`src/rtl/registers_io.sv`:
```
// picoMIPS register file: parametrised GPRs, two read ports, one write port.
// Registers 1/2 map the synchronised, debounced board switches.
module registers_io #(
  parameter int n         = 8,
  parameter int NREGS     = 32,
  parameter int NSW       = 10,
  parameter int DB_CYCLES = 4,
  parameter int BYPASS    = 1,
  localparam int AW       = $clog2(NREGS)
) (
  input  logic           clk,
  input  logic           reset,
  input  logic           w,
  input  logic [AW-1:0]  Waddr,
  input  logic [n-1:0]   Wdata,
  input  logic [NSW-1:0] switches,
  input  logic [AW-1:0]  Raddr1,
  input  logic [AW-1:0]  Raddr2,
  output logic [n-1:0]   Rdata1,
  output logic [n-1:0]   Rdata2,
  output logic           in_change,
  output logic           werr
);

  localparam int CW = (DB_CYCLES > 1) ? $clog2(DB_CYCLES) : 1;
  localparam logic [CW-1:0] CMAX = CW'(DB_CYCLES - 1);
  localparam logic [AW-1:0] A0 = AW'(0);
  localparam logic [AW-1:0] A1 = AW'(1);
  localparam logic [AW-1:0] A2 = AW'(2);
  localparam logic [AW-1:0] A3 = AW'(3);

  logic [n-1:0]   gpr [NREGS];
  logic [NSW-1:0] sync1, sync2, cand, stable;
  logic [CW-1:0]  cnt;
  logic [n-1:0]   sw_hi;
  logic           wr_ok, wr_ro;

  assign wr_ok = w && (Waddr >= A3);
  assign wr_ro = w && (Waddr < A3);

  // storage registers; low addresses are never written after reset
  always_ff @(posedge clk) begin
    if (reset) begin
      for (int i = 0; i < NREGS; i++) gpr[i] <= '0;
    end else if (wr_ok) begin
      gpr[Waddr] <= Wdata;
    end
  end

  // one-cycle flag for writes aimed at the read-only addresses
  always_ff @(posedge clk) begin
    if (reset) werr <= 1'b0;
    else       werr <= wr_ro;
  end

  // two-flop synchroniser followed by a stability counter
  always_ff @(posedge clk) begin
    if (reset) begin
      sync1     <= '0;
      sync2     <= '0;
      cand      <= '0;
      stable    <= '0;
      cnt       <= '0;
      in_change <= 1'b0;
    end else begin
      sync1     <= switches;
      sync2     <= sync1;
      in_change <= 1'b0;
      if (sync2 != cand) begin
        cand <= sync2;
        cnt  <= '0;
      end else if (cnt < CMAX) begin
        cnt <= cnt + 1'b1;
      end else if (cand != stable) begin
        stable    <= cand;
        in_change <= 1'b1;
      end
    end
  end

  // upper switch bits, zero-extended to a full data word
  always_comb begin
    sw_hi = '0;
    sw_hi[NSW-n-1:0] = stable[NSW-1:n];
  end

  function automatic logic [n-1:0] rd(input logic [AW-1:0] a);
    if (a == A0)
      rd = '0;
    else if (a == A1)
      rd = stable[n-1:0];
    else if (a == A2)
      rd = sw_hi;
    else if ((BYPASS != 0) && wr_ok && (a == Waddr))
      rd = Wdata;
    else
      rd = gpr[a];
  endfunction

  // zero-latency read ports with optional write forwarding
  always_comb begin
    Rdata1 = rd(Raddr1);
    Rdata2 = rd(Raddr2);
  end

endmodule
```
`config.mk`:
```
export PLATFORM = sky130hd
export DESIGN_NAME = registers_io
export DESIGN_NICKNAME = d
export VERILOG_FILES = /design/src/rtl/registers_io.sv
export SDC_FILE = /design/constraint.sdc
export NUM_CORES = 1
export LEC_CHECK = 0
export ABC_AREA = 1
export CORE_MARGIN = 1
export CORE_UTILIZATION = 62
export DETAILED_ROUTE_END_ITERATION = 8
export PLACE_DENSITY = 0.8
export SYNTH_ARGS = -nofsm -noshare
export SYNTH_HDL_FRONTEND = slang
export SYNTH_SLANG_ARGS = --single-unit
```
`constraint.sdc`:
```
create_clock -name clk -period 2.85 [get_ports clk]
set_input_delay 0.4275 -clock clk [delete_from_list [all_inputs] [get_ports clk]]
set_output_delay 0.4275 -clock clk [all_outputs]
set_load 0.01 [all_outputs]
```
==> results.toml, run 1 <==
[yosys]
ys.warnings.count = 0
yosys.area_share.simple_pct = 34.0
synth_fa_ha_area_share_pct = 0.0749
ys_ff_latch = 300
synth.area.mux_share_pct = 0.0599
netlist_area_sq_um = 16700
synthDistinctLibCells = 23
synth_xor_area_share_pct = 0.996
syn_area_per_cell_sq_um = 7.36
synth_top_family_by_area = "simple AND/OR/NAND/NOR gates"
netlist_instances = 2269
synth_compound_area_share_pct = 5.12
seq_area_frac_synth_pct = 51.3

[setup_path]
crit_path_max_fanout = 19
worst_setup_path_start_kind = "primary input"
crit_arrival_ns = 2.41
worstPathRequired_ns = 2.42
crit_chain = "buf_4 -> buf_4 -> nor2_4 -> buf_12 -> buf_12 -> a21oi_1 -> nand3_1 -> nand3_1 -> nand2_1 -> nand2_1 -> nand2_1 -> nand2_1 -> a21oi_1 -> clkdlybuf4s15_1"
crit_slowest_cell = "clkdlybuf4s15_1"
crit_family = "buffers and inverters"
cp_common_cell = "nand2_1"
end_kind = "output pin"
worst-setup-path-type = "in -> out"
cp_slowest_stage_delay_ns = 0.27
critPathBufInv = 5

[global_route]
grt_max_degree = 56
track_usage_pct = 45.7
antenna_found_initial = 2
grt_pass1_vias = 16454
grt_pass1_wl_microns = 94000
overflow = 0

[floorplanning]
die_area_sq_um = 27600
start_util_pct = 63.6
fp.dieH_microns = 166
row_count = 59
fp.dieW_microns = 166
io_pins = 54
core_sq_um = 26300

[routing]
ant_nets = 0
routedWlPerCell_microns = 22.2
first_iter_violations = 2789
first_pass_iters = 8
drc = 1
wirelength_microns = 62700
viasPerCell = 6.00
vias = 16955

[cts]
cts_buffers = 34
clock_sinks = 300
cts_hold_buffers = 0
worstSkewPairLatency_ns = 0.52
h-tree-depth = 2
path_clk_slew_ns = 0.06
clk_path_buf_depth = 3
root_buffer = "clkbuf_16"
cts_tree = "yes"

[placement]
dp_hpwl_microns = 44000
placed_cells = 2757
place_ws_ns = -0.427
portBuffers = 53
place_congestion = 1.07

[power]
peakVddDrop_uv = 690
p_leak_nw = 9.48
design_power_total_w = 0.0115
power_density_nw_per_um2 = 568

[timing]
hold_violations = 0
rsz0062_at_grt = "false"
slew_violations = 0
clock_skew_ns = 0.00879
period_minus_slack_ns = 2.84
fin_ws_ns = 0.0145
period_share_pct = 99.5
setup_tns_ns = 0
slew-limit-headroom_pct = 49.8
fmax_mhz = 353
worstMarginPinSlew_ns = 0.751
setup_viol = 0

[final_layout]
multiInputGateArea_sq_um = 6910
postLayoutCoreUtil_pct = 77.3
final_nets = 2499
stdcell_count = 2824
layout-drive-gt1-share_pct = 13.1
nFillCells = 1860
ff_latch_area_sq_um = 8570
syn_to_final_growth_pct = 21.6

[run_status]
status = "finished, violations left"
violations = "DRC"

[job]
maxCapViolations = 0

[worst_hold_path]
hold_class = "in -> reg"
[per-stage QoR]
step                instance area [sq um]  hold WS, ns
global route                        20300        0.328
floorplan                           16800        0.388
CTS                                 20200        0.305
global placement                    19000        0.390
detailed placement                  19000        0.397
finish                              20300        0.341
[layout make-up]
cell class / count / share of cell area, %
multi-input combinational: 1624 / 34.0
clock inverter: 12 / 0.604
antenna: 1 / 0.0123
sequential: 300 / 42.2
tap: 335 / 2.06
clock buffer: 50 / 5.32
inverter: 241 / 4.46
timing repair buffer: 261 / 11.4
[synth_stat cells]
library cell | number | area share [%]
edfxtp_1 | 256 | 46
nand2_2 | 21 | 0.79
conb_1 | 1 | 0.022
nor3_1 | 14 | 0.42
nand4_1 | 18 | 0.67
nand2_1 | 658 | 15
buf_2 | 20 | 0.60
nor3_2 | 2 | 0.12
o21ai_0 | 89 | 2.7
buf_1 | 20 | 0.45
xnor2_1 | 5 | 0.26
nor3_4 | 3 | 0.29
nor2_1 | 502 | 11
xor2_1 | 14 | 0.73
clkbuf_1 | 87 | 2.0
inv_2 | 4 | 0.090
clkinv_1 | 6 | 0.13
mux2i_1 | 1 | 0.060
dfxtp_1 | 44 | 5.3
ha_1 | 1 | 0.075
nand3_1 | 190 | 5.7
a21oi_1 | 82 | 2.5
inv_1 | 231 | 5.2
[power by group]
group	internal [W]	switching, W
registers	0.00499	0.000112
logic	0.000570	0.00121
clock network	0.00283	0.00182
total	0.00839	0.00315
[per-layer routing]
layer / track usage (%) / wire, microns / part of all wire (%)
met5: 0 / 13 / 0.021
met4: 24.8 / 3940 / 6.3
met3: 12.0 / 9010 / 14
met2: 71.6 / 27800 / 44
met1: 58.1 / 22000 / 35
[worst register-to-register path: cells and delay by family, from the launching register on]
family / cells / cell delay [ns]
simple gates: 5 / 1.23
flops: 1 / 0.36
xor+xnor: 1 / 0.18
compound gates: 1 / 0.39
[sequential cells by signal, summed over array words and instances, names as in the netlist]
register / flops
gpr: 256
cand: 10
stable: 10
sync1: 10
sync2: 10
cnt: 2
in_change: 1
werr: 1
[final timing paths]
path | slack, ns | cells after the start | from | to
worst min-delay path | 0.34 | 2 | reset | werr
worst max register to register | 0.58 | 7 | cand[8] | stable[2]
worst max-delay path | 0.01 | 14 | Raddr1[0] | Rdata1[6]
worst min register to register | 0.40 | 2 | sync1[7] | sync2[7]
[cells by family (layout without fill, tap and decap cells)]
kind of cell	after synthesis	count (layout)
multiplexers	1	1
AND/OR/NAND/NOR	1408	1408
XOR/XNOR	19	19
other	1	25
adder cells (fa/ha/maj)	1	1
buffers and inverters	368	564
flip-flops	300	300
AO/OA/AOI/OAI	171	171
[repair_timing]
action / 4_1_cts / 5_1_grt
cloned: 0 / 1
gates resized for setup: 65 / 26
pin swaps: 5 / 3
hold endpoints to repair: 0 / 0
endpoints found under the setup margin: 16 / 14
buffers inserted: 3 / 0
[cell usage in the layout, fill, tap and decap left out, types with 42 or more instances in the layout]
master     Yosys  final
nand2_1      658    655
nor2_1       502    488
edfxtp_1     256    256
inv_1        231    231
nand3_1      190    187
buf_4          0    182
o21ai_0       89     89
a21oi_1       82     80
dfxtp_1       44     44
clkbuf_16      0     42
Power figures use the tool's default switching activity.
==> run 2: changes to the inputs <==
Settings changed: CORE_UTILIZATION 62 to 55, PLACE_DENSITY 0.8 to 0.73.
==> results.toml, run 2 (synthesis results as in run 1) <==
[run_status]
status = "completed"

[final_layout]
largest_reg_flops = 256
final_cell_mix = "654 x nand2_1, 490 x nor2_1, 256 x edfxtp_1"
final_common_cell = "nand2_1"
nFillCells = 2529
final_nets = 2493
syn_to_final_growth_pct = 20.8
n_antenna_cell = 0
regMostFlops = "gpr"
layout-drive-gt1-share_pct = 12.5
postLayoutCoreUtil_pct = 67.8
stdcell_count = 2870
final_area_sq_um = 20200

[placement]
post_dp_cell_area_sq_um = 19100
portBuffers = 53
dp_hpwl_microns = 43400
placed_cells = 2809
place_congestion = 1.10

[cts]
cts_hold_buffers = 0
h-tree-depth = 1
root_buffer = "clkbuf_16"
clk_path_buf_depth = 3
cts_buffers = 31
worstSkewPairLatency_ns = 0.59
cts_tree = "yes"
path_clk_slew_ns = 0.06
clock_sinks = 300

[timing]
clock_skew_ns = 0.0352
period_minus_slack_ns = 2.83
setup_tns_ns = 0
period_share_pct = 99.2
fmax_mhz = 354
slew_violations = 0
worstMarginPinSlew_ns = 0.667
slew-limit-headroom_pct = 55.5
hold_violations = 0
rsz0062_at_grt = "true"
setup_viol = 0

[setup_path]
cp_slowest_stage_delay_ns = 0.40
crit_path_max_fanout = 2
cp_common_cell = "nand3_1"
worst_setup_path_start_kind = "flop"
crit_chain = "inv_1 -> o21ai_0 -> nand3_1 -> nand3_1 -> nand2_1 -> nand3_1 -> nand2_1 -> a21oi_1 -> clkdlybuf4s15_2"
crit_slowest_cell = "o21ai_0"
worst-setup-path-type = "reg -> out"
worstRegToRegCells = 9
end_kind = "output pin"
worstPathRequired_ns = 2.42
crit_arrival_ns = 2.40

[routing]
wirelength_microns = 60500
vias = 16315
first_iter_violations = 2112
viasPerCell = 5.68
first_pass_iters = 6
routedWlPerCell_microns = 21.1
ant_nets = 0
drc = 0

[job]
maxCapViolations = 0

[floorplanning]
core_sq_um = 29800
fp.dieW_microns = 176
fp.dieH_microns = 176
start_util_pct = 56.1
row_count = 63
io_pins = 54
die_area_sq_um = 31100

[power]
design_power_total_w = 0.0107
power_density_nw_per_um2 = 530
peakVddDrop_uv = 578
p_leak_nw = 9.36

[global_route]
grt_max_degree = 56
grt_pass1_wl_microns = 89000
track_usage_pct = 38.8
overflow = 0
grt_pass1_vias = 15401
antenna_found_initial = 0

[worst_hold_path]
hold_class = "in -> reg"
worstHoldPathCells = 2
## run 2: cell types whose count changed in the layout (fill, tap and decap cells not counted), moves of 3 or more
cell,change
clkinv_4,-3
buf_4,-6
dlygate4sd2_1,+10
clkinv_1,+4
nor2_2,-3
o21ai_0,-5
o21ai_1,+5
buf_2,-4
clkinv_2,+4
buf_12,+3
clkbuf_16,-10
clkdlybuf4s15_1,-4
clkbuf_2,-3
## run 2: layout make-up
class	count	area, sq um	share of cell area (%)
Tap cell	390	488	2.42
Timing Repair Buffer	258	2350	11.6
Sequential cell	300	8570	42.4
Clock inverter	17	129	0.638
Inverter	241	912	4.52
Multi-Input combinational cell	1624	6930	34.3
Clock buffer	40	810	4.01
## run 2: worst max-delay path, delay by kind of cell, from the launching register on
kind / cells / cell delay [ns]
and+or+nand+nor: 5 / 0.60
buffers and inverters: 2 / 0.31
AOI/OAI and AO/OA: 2 / 0.57
DFF: 1 / 0.34
## run 2: metrics by stage
stage	hold WS [ns]	setup WS (ns)
floorplan	0.388	0.548
global placement	0.390	-0.381
detailed placement	0.397	-0.411
CTS	0.224	-0.193
global route	0.248	-0.00340
finish	0.269	0.0242
## run 2: power breakdown
group | internal [W] | switching, W
clock | 0.00217 | 0.00170
combinational | 0.000572 | 0.00117
sequential | 0.00499 | 0.000110
total | 0.00773 | 0.00298
## run 2: final timing paths
path	start	end	slack, ns
worst max register to register	cand[6]	stable[2]	0.77
worst min register to register	sync1[1]	sync2[1]	0.40
worst min-delay path	reset	werr	0.27
worst max-delay path	gpr[26][3]	Rdata2[3]	0.02
## run 2: repair_timing
item	4_1_cts	5_1_grt
gates resized for setup	57	23
setup endpoints to repair	16	13
gates cloned	0	1
setup buffers	1	2
pin swaps	3	3
## run 2: metal layers
layer  track usage (%)  wire length (microns)  vias to the layer above
met5                 0                      0                        -
met4              16.7                   2690                        0
met2              62.9                  27600                     1039
met1              50.7                  23100                     7555
met3              7.52                   7120                      193
li1                  -                      -                     7528
==> RTL edit 1: new RTL, settings of run 1 <==
Change the parameter `BYPASS` from 1 to 0.
--- a/src/rtl/registers_io.sv
+++ b/src/rtl/registers_io.sv
@@ -5,7 +5,7 @@
   parameter int NREGS     = 32,
   parameter int NSW       = 10,
   parameter int DB_CYCLES = 4,
-  parameter int BYPASS    = 1,
+  parameter int BYPASS    = 0,
   localparam int AW       = $clog2(NREGS)
 ) (
   input  logic           clk,
Formal check against the unedited RTL: not equivalent (a bounded check fails within 4 cycles, from zero or initial values and one cycle with reset high).
==> RTL edit 1 against run 1 <==
Setup slack improved by 40 ps. Global-route usage decreased by 4.3 points. Final area fell by 5.3%. Power fell by 6.4%. Clock skew down 5.5 ps. Count of clock-buffer cells in the layout is 6 lower. Clock power fell by 11%. Synthesized cell count decreased by 11%. Core utilization shrank 1.1 points. Routed wire length fell by 13%. Sequential share of layout area grew 2.4 points. Area after synthesis is 4.5% lower. Sequential cell count unchanged. Critical path type unchanged.
==> RTL edit 1: results (changes against run 1) <==
[run_status]
status = complete, no violations

[drt]
dr.pass1.iters = 8  ; unchanged
top_layer = met4
initialDrtViolationCount = 2206  ; -21%
vias = 15187  ; -10%
wl_met1_mm = 19.53  ; -11%
wl_mm = 54.55  ; -13%
met2_wirelength_mm = 24.88  ; -11%
wl_met3_mm = 7.162  ; -20%

[logic_synthesis]
synth_cell_type_count = 30  ; +30%
async_flop_share_pct = 0  ; unchanged
synth_edf_count = 256  ; unchanged
ys_seq_area_share_pct = 53.67  ; +2.4 points
yosys-top-cells-count = nand2_1, nor2_1, edfxtp_1, nand3_1, inv_1
synth_warnings = 0  ; unchanged
synth_most_common_cell = nand2_1
yosys-top-cells-area = edfxtp_1, nand2_1, nor2_1
synth_ff_type = edfxtp_1

[worst_setup_path]
crit_slowest_cell = dlygate4sd2_1
crit_fanout = 8  ; -11
cp_top_family = buffers and inverters
max_stage_delay_ps = 290  ; +20 ps
worstPathArrival_ps = 2370  ; -40 ps

[grt]
grt_pass1_vias = 14073  ; -14%
grt_max_degree = 62  ; +11%
antenna_found_initial = 1  ; -1
grt_pass1_wl_mm = 80.53  ; -14%
grt_use_total_pct = 41.41  ; -4.3 points

[finish]
top_register = gpr
nets = 2213  ; -11%
largest_reg_flops = 256  ; unchanged
drive_gt1_share_pct = 13.23  ; +0.12 points
fillers = 1805  ; -3.0%

[clock_tree]
cts_inserted_buffers = 31  ; -8.8%
htreeDepth = 1  ; -1
clk_pin_slew_ps = 60  ; about the same
clk_latency_ps = 560  ; +40 ps
clockBufferDepth = 3  ; unchanged
root_buffer = clkbuf_16

[pwr]
leakage_nw = 8.397  ; -11%
ir_drop_mv = 0.5716  ; -17%
internal_power_w = 0.007948  ; -5.3%

[timing]
skew_ps = 3.260  ; -5.533 ps
worst_pin_slew_ps = 713.7  ; -37.50 ps

[placed_design]
numPortBuffers = 53  ; unchanged
placed_area_um2 = 18030  ; -4.9%
gp_congestion = 0.9891  ; -7.2%
dp_hpwl_mm = 37.69  ; -14%

[worst_hold_path]
hp-class = in2reg

-- RTL edit 1: changes by cell type after synthesis, moves of 8 or more --
cell | before | now
o21ai_0 | 89 | 44
clkbuf_1 | 87 | 63
o211ai_1 | 0 | 49
nand2_2 | 21 | 29
a21oi_1 | 82 | 90
nor2_1 | 502 | 329
nand2_1 | 658 | 606
a31oi_1 | 0 | 15
buf_2 | 20 | 41
inv_1 | 231 | 174
-- RTL edit 1: worst paths after layout --
| kind | end | slack (ps) | depth (start not counted) | from |
|---|---|---|---|---|
| worst max-delay path | Rdata2[0] | 50 | 12 | Raddr2[0] |
| worst min-delay path | sync1[3] | 380 | 3 | switches[3] |
| worst max register to register | stable[9] | 730 | 10 | cand[9] |
| worst min register to register | sync2[2] | 410 | 2 | sync1[2] |
-- RTL edit 1: area by class of cell --
| class | instances | area [µm²] | share of cell area (%) |
|---|---|---|---|
| Clock inverter | 13 | 115.1 | 0.5985 |
| Clock buffer | 44 | 927.1 | 4.820 |
| Antenna cell | 1 | 2.502 | 0.01301 |
| Tap cell | 330 | 412.9 | 2.147 |
| Timing Repair Buffer | 230 | 2152 | 11.19 |
| Sequential cell | 300 | 8568 | 44.55 |
| Inverter | 179 | 680.7 | 3.539 |
| Multi-Input combinational cell | 1434 | 6375 | 33.14 |
-- RTL edit 1: per-stage QoR --
stage / hold WS [ps] / utilization [%] / instances / setup TNS [ps] / setup slack [ps]
6_report: 383.0 / 76.16 / 2531 / 0 / 54.50
5_1_grt: 399.6 / 76.15 / 2530 / 0 / 6.317
4_1_cts: 373.6 / 75.87 / 2530 / -47.06 / -44.16
3_5_place_dp: 396.2 / 71.38 / 2470 / -3695 / -348.0
3_3_place_gp: 389.8 / 71.38 / 2470 / -3473 / -342.1
2_1_floorplan: 388.3 / - / 2038 / 0 / 714.1
-- RTL edit 1: metal layers --
metal / up-vias / GRT usage, %
li1: 6883 / -
met1: 6970 / 54.03
met2: 1113 / 67.25
met3: 221 / 7.028
met4: 0 / 20.07
met5: - / 0
-- RTL edit 1: logic make-up after synthesis --
kind of cell / share of synthesized area, %
DFF: 53.67
muxes: 0.06270
AOI/OAI and AO/OA: 7.281
other: 0.02349
adders and majority gates: 0.07836
and+or+nand+nor: 30.91
xor gates and xnor gates: 0.4389
buffers and inverters: 7.539
-- RTL edit 1: repair_timing --
action,4_1_cts,5_1_grt
pin swaps,5,3
setup endpoints to repair,16,11
resized for setup,31,20
gates cloned,1,0
hold buffers,0,0
setup buffers,2,0
-- RTL edit 1: power by group through the flow --
stage                     clock network, W  logic (W)  registers [W]
after floorplan                          0   0.000807        0.00515
after global placement                   0    0.00146        0.00518
after detailed placement                 0    0.00148        0.00519
after CTS                          0.00413    0.00149        0.00510
after global routing               0.00426    0.00164        0.00513
final                              0.00414    0.00155        0.00511
==> RTL edit 2: new RTL, config.mk and constraints of run 1 <==
Made on the original files. Put a register stage on the output `Rdata2`. The value now appears one clock later. The other outputs are not delayed to match.
--- a/src/rtl/registers_io.sv
+++ b/src/rtl/registers_io.sv
@@ -28,6 +28,8 @@
   localparam logic [AW-1:0] A1 = AW'(1);
   localparam logic [AW-1:0] A2 = AW'(2);
   localparam logic [AW-1:0] A3 = AW'(3);
+
+  logic [n-1:0] Rdata2_d;
 
   logic [n-1:0]   gpr [NREGS];
   logic [NSW-1:0] sync1, sync2, cand, stable;
@@ -100,7 +102,11 @@
   // zero-latency read ports with optional write forwarding
   always_comb begin
     Rdata1 = rd(Raddr1);
-    Rdata2 = rd(Raddr2);
+    Rdata2_d = rd(Raddr2);
+  end
+
+  always_ff @(posedge clk) begin
+    Rdata2 <= Rdata2_d;
   end
 
 endmodule
Formal check against the unedited RTL: not equivalent (a bounded check fails within 4 cycles, from zero or initial values and one cycle with reset high).
==> RTL edit 2 against run 1 <==
Hold slack improved by 30 ps. Final area is 1.4% lower. Area after synthesis up 2.9%. Routed wire length down 8.2%. Setup slack improved by 44 ps. Critical path depth stayed put. Clock power fell by 17%. Sequential cell count rose by 8. Synthesized cell count up 2.0%. Core utilization down 3.4 points. Sequential share of layout area increased by 1.4 points. Power down 6.7%. Maximum frequency rose by 1.6%. Largest cell class unchanged.
==> RTL edit 2: results (changes against run 1) <==
[run_status]
status = complete, no violations

[worst_setup_path]
worstPathArrival_ps = 2360  ; -50 ps
cp_top_family = simple AND/OR/NAND/NOR gates
rr_endpoint = stable[1]
reg2reg_setup_slack_ps = 930  ; +350 ps

[finish]
nets = 2483  ; -0.64%
antenna_cells = 0  ; -1

[grt]
grt_use_total_pct = 40.89  ; -4.8 points
grt_pass1_vias = 15240  ; -7.4%
antenna_found_initial = 0  ; -2

[worst_hold_path]
min_from = switches[6]
min_to = sync1[6]
min_path_cells = 3  ; +1

[logic_synthesis]
yosys-top-cells-count = nand2_1, nor2_1, edfxtp_1, inv_1, nand3_1
ys_seq_area_share_pct = 50.78  ; -0.49 points
synth.area.mux_share_pct = 0  ; -0.060 points

[timing]
skew_ps = 7.797  ; -0.9952 ps

[pwr]
powerDensity_nw_per_um2 = 537.5  ; -5.4%
switchingPower_w = 0.002935  ; -6.7%

[drt]
post_drt_wl_per_cell_um = 20.29  ; -8.7%
wl_mm = 57.63  ; -8.2%
post_drt_via_cell_ratio = 5.743  ; -4.3%

[clock_tree]
htreeDepth = 1  ; -1

[placed_design]
place_inst = 2780  ; +0.83%
placed_area_um2 = 19050  ; +0.48%

RTL edit 2: cell types whose count changed after synthesis, sizes merged, moves of 3 or more:
cell	change
nand2	+40
nor2	-22
inv	+18
dfxtp	+8
buf	+7
clkbuf	-6
o21ai	+4
a21oi	-3
xor2	-3
RTL edit 2: layout make-up:
class / count / area (µm²) / area share, %
Clock buffer: 41 / 855.8 / 4.273
Clock inverter: 14 / 100.1 / 0.4997
Inverter: 259 / 977.2 / 4.878
Multi-Input combinational cell: 1642 / 7086 / 35.37
Sequential cell: 308 / 8728 / 43.58
Tap cell: 372 / 465.4 / 2.324
Timing Repair Buffer: 204 / 1818 / 9.076
RTL edit 2: worst register-to-register path, delay by kind of cell, from the launching register on:
kind / cells / cell delay, ps
AND/OR/NAND/NOR: 5 / 1010
AO/OA/AOI/OAI: 2 / 470
flip-flops: 1 / 340
RTL edit 2: layer usage:
metal / part of all wire (%) / track usage [%]
met4: 6.0 / 22.33
met5: 0 / 0
met2: 46 / 65.78
met3: 11 / 6.897
met1: 37 / 53.13
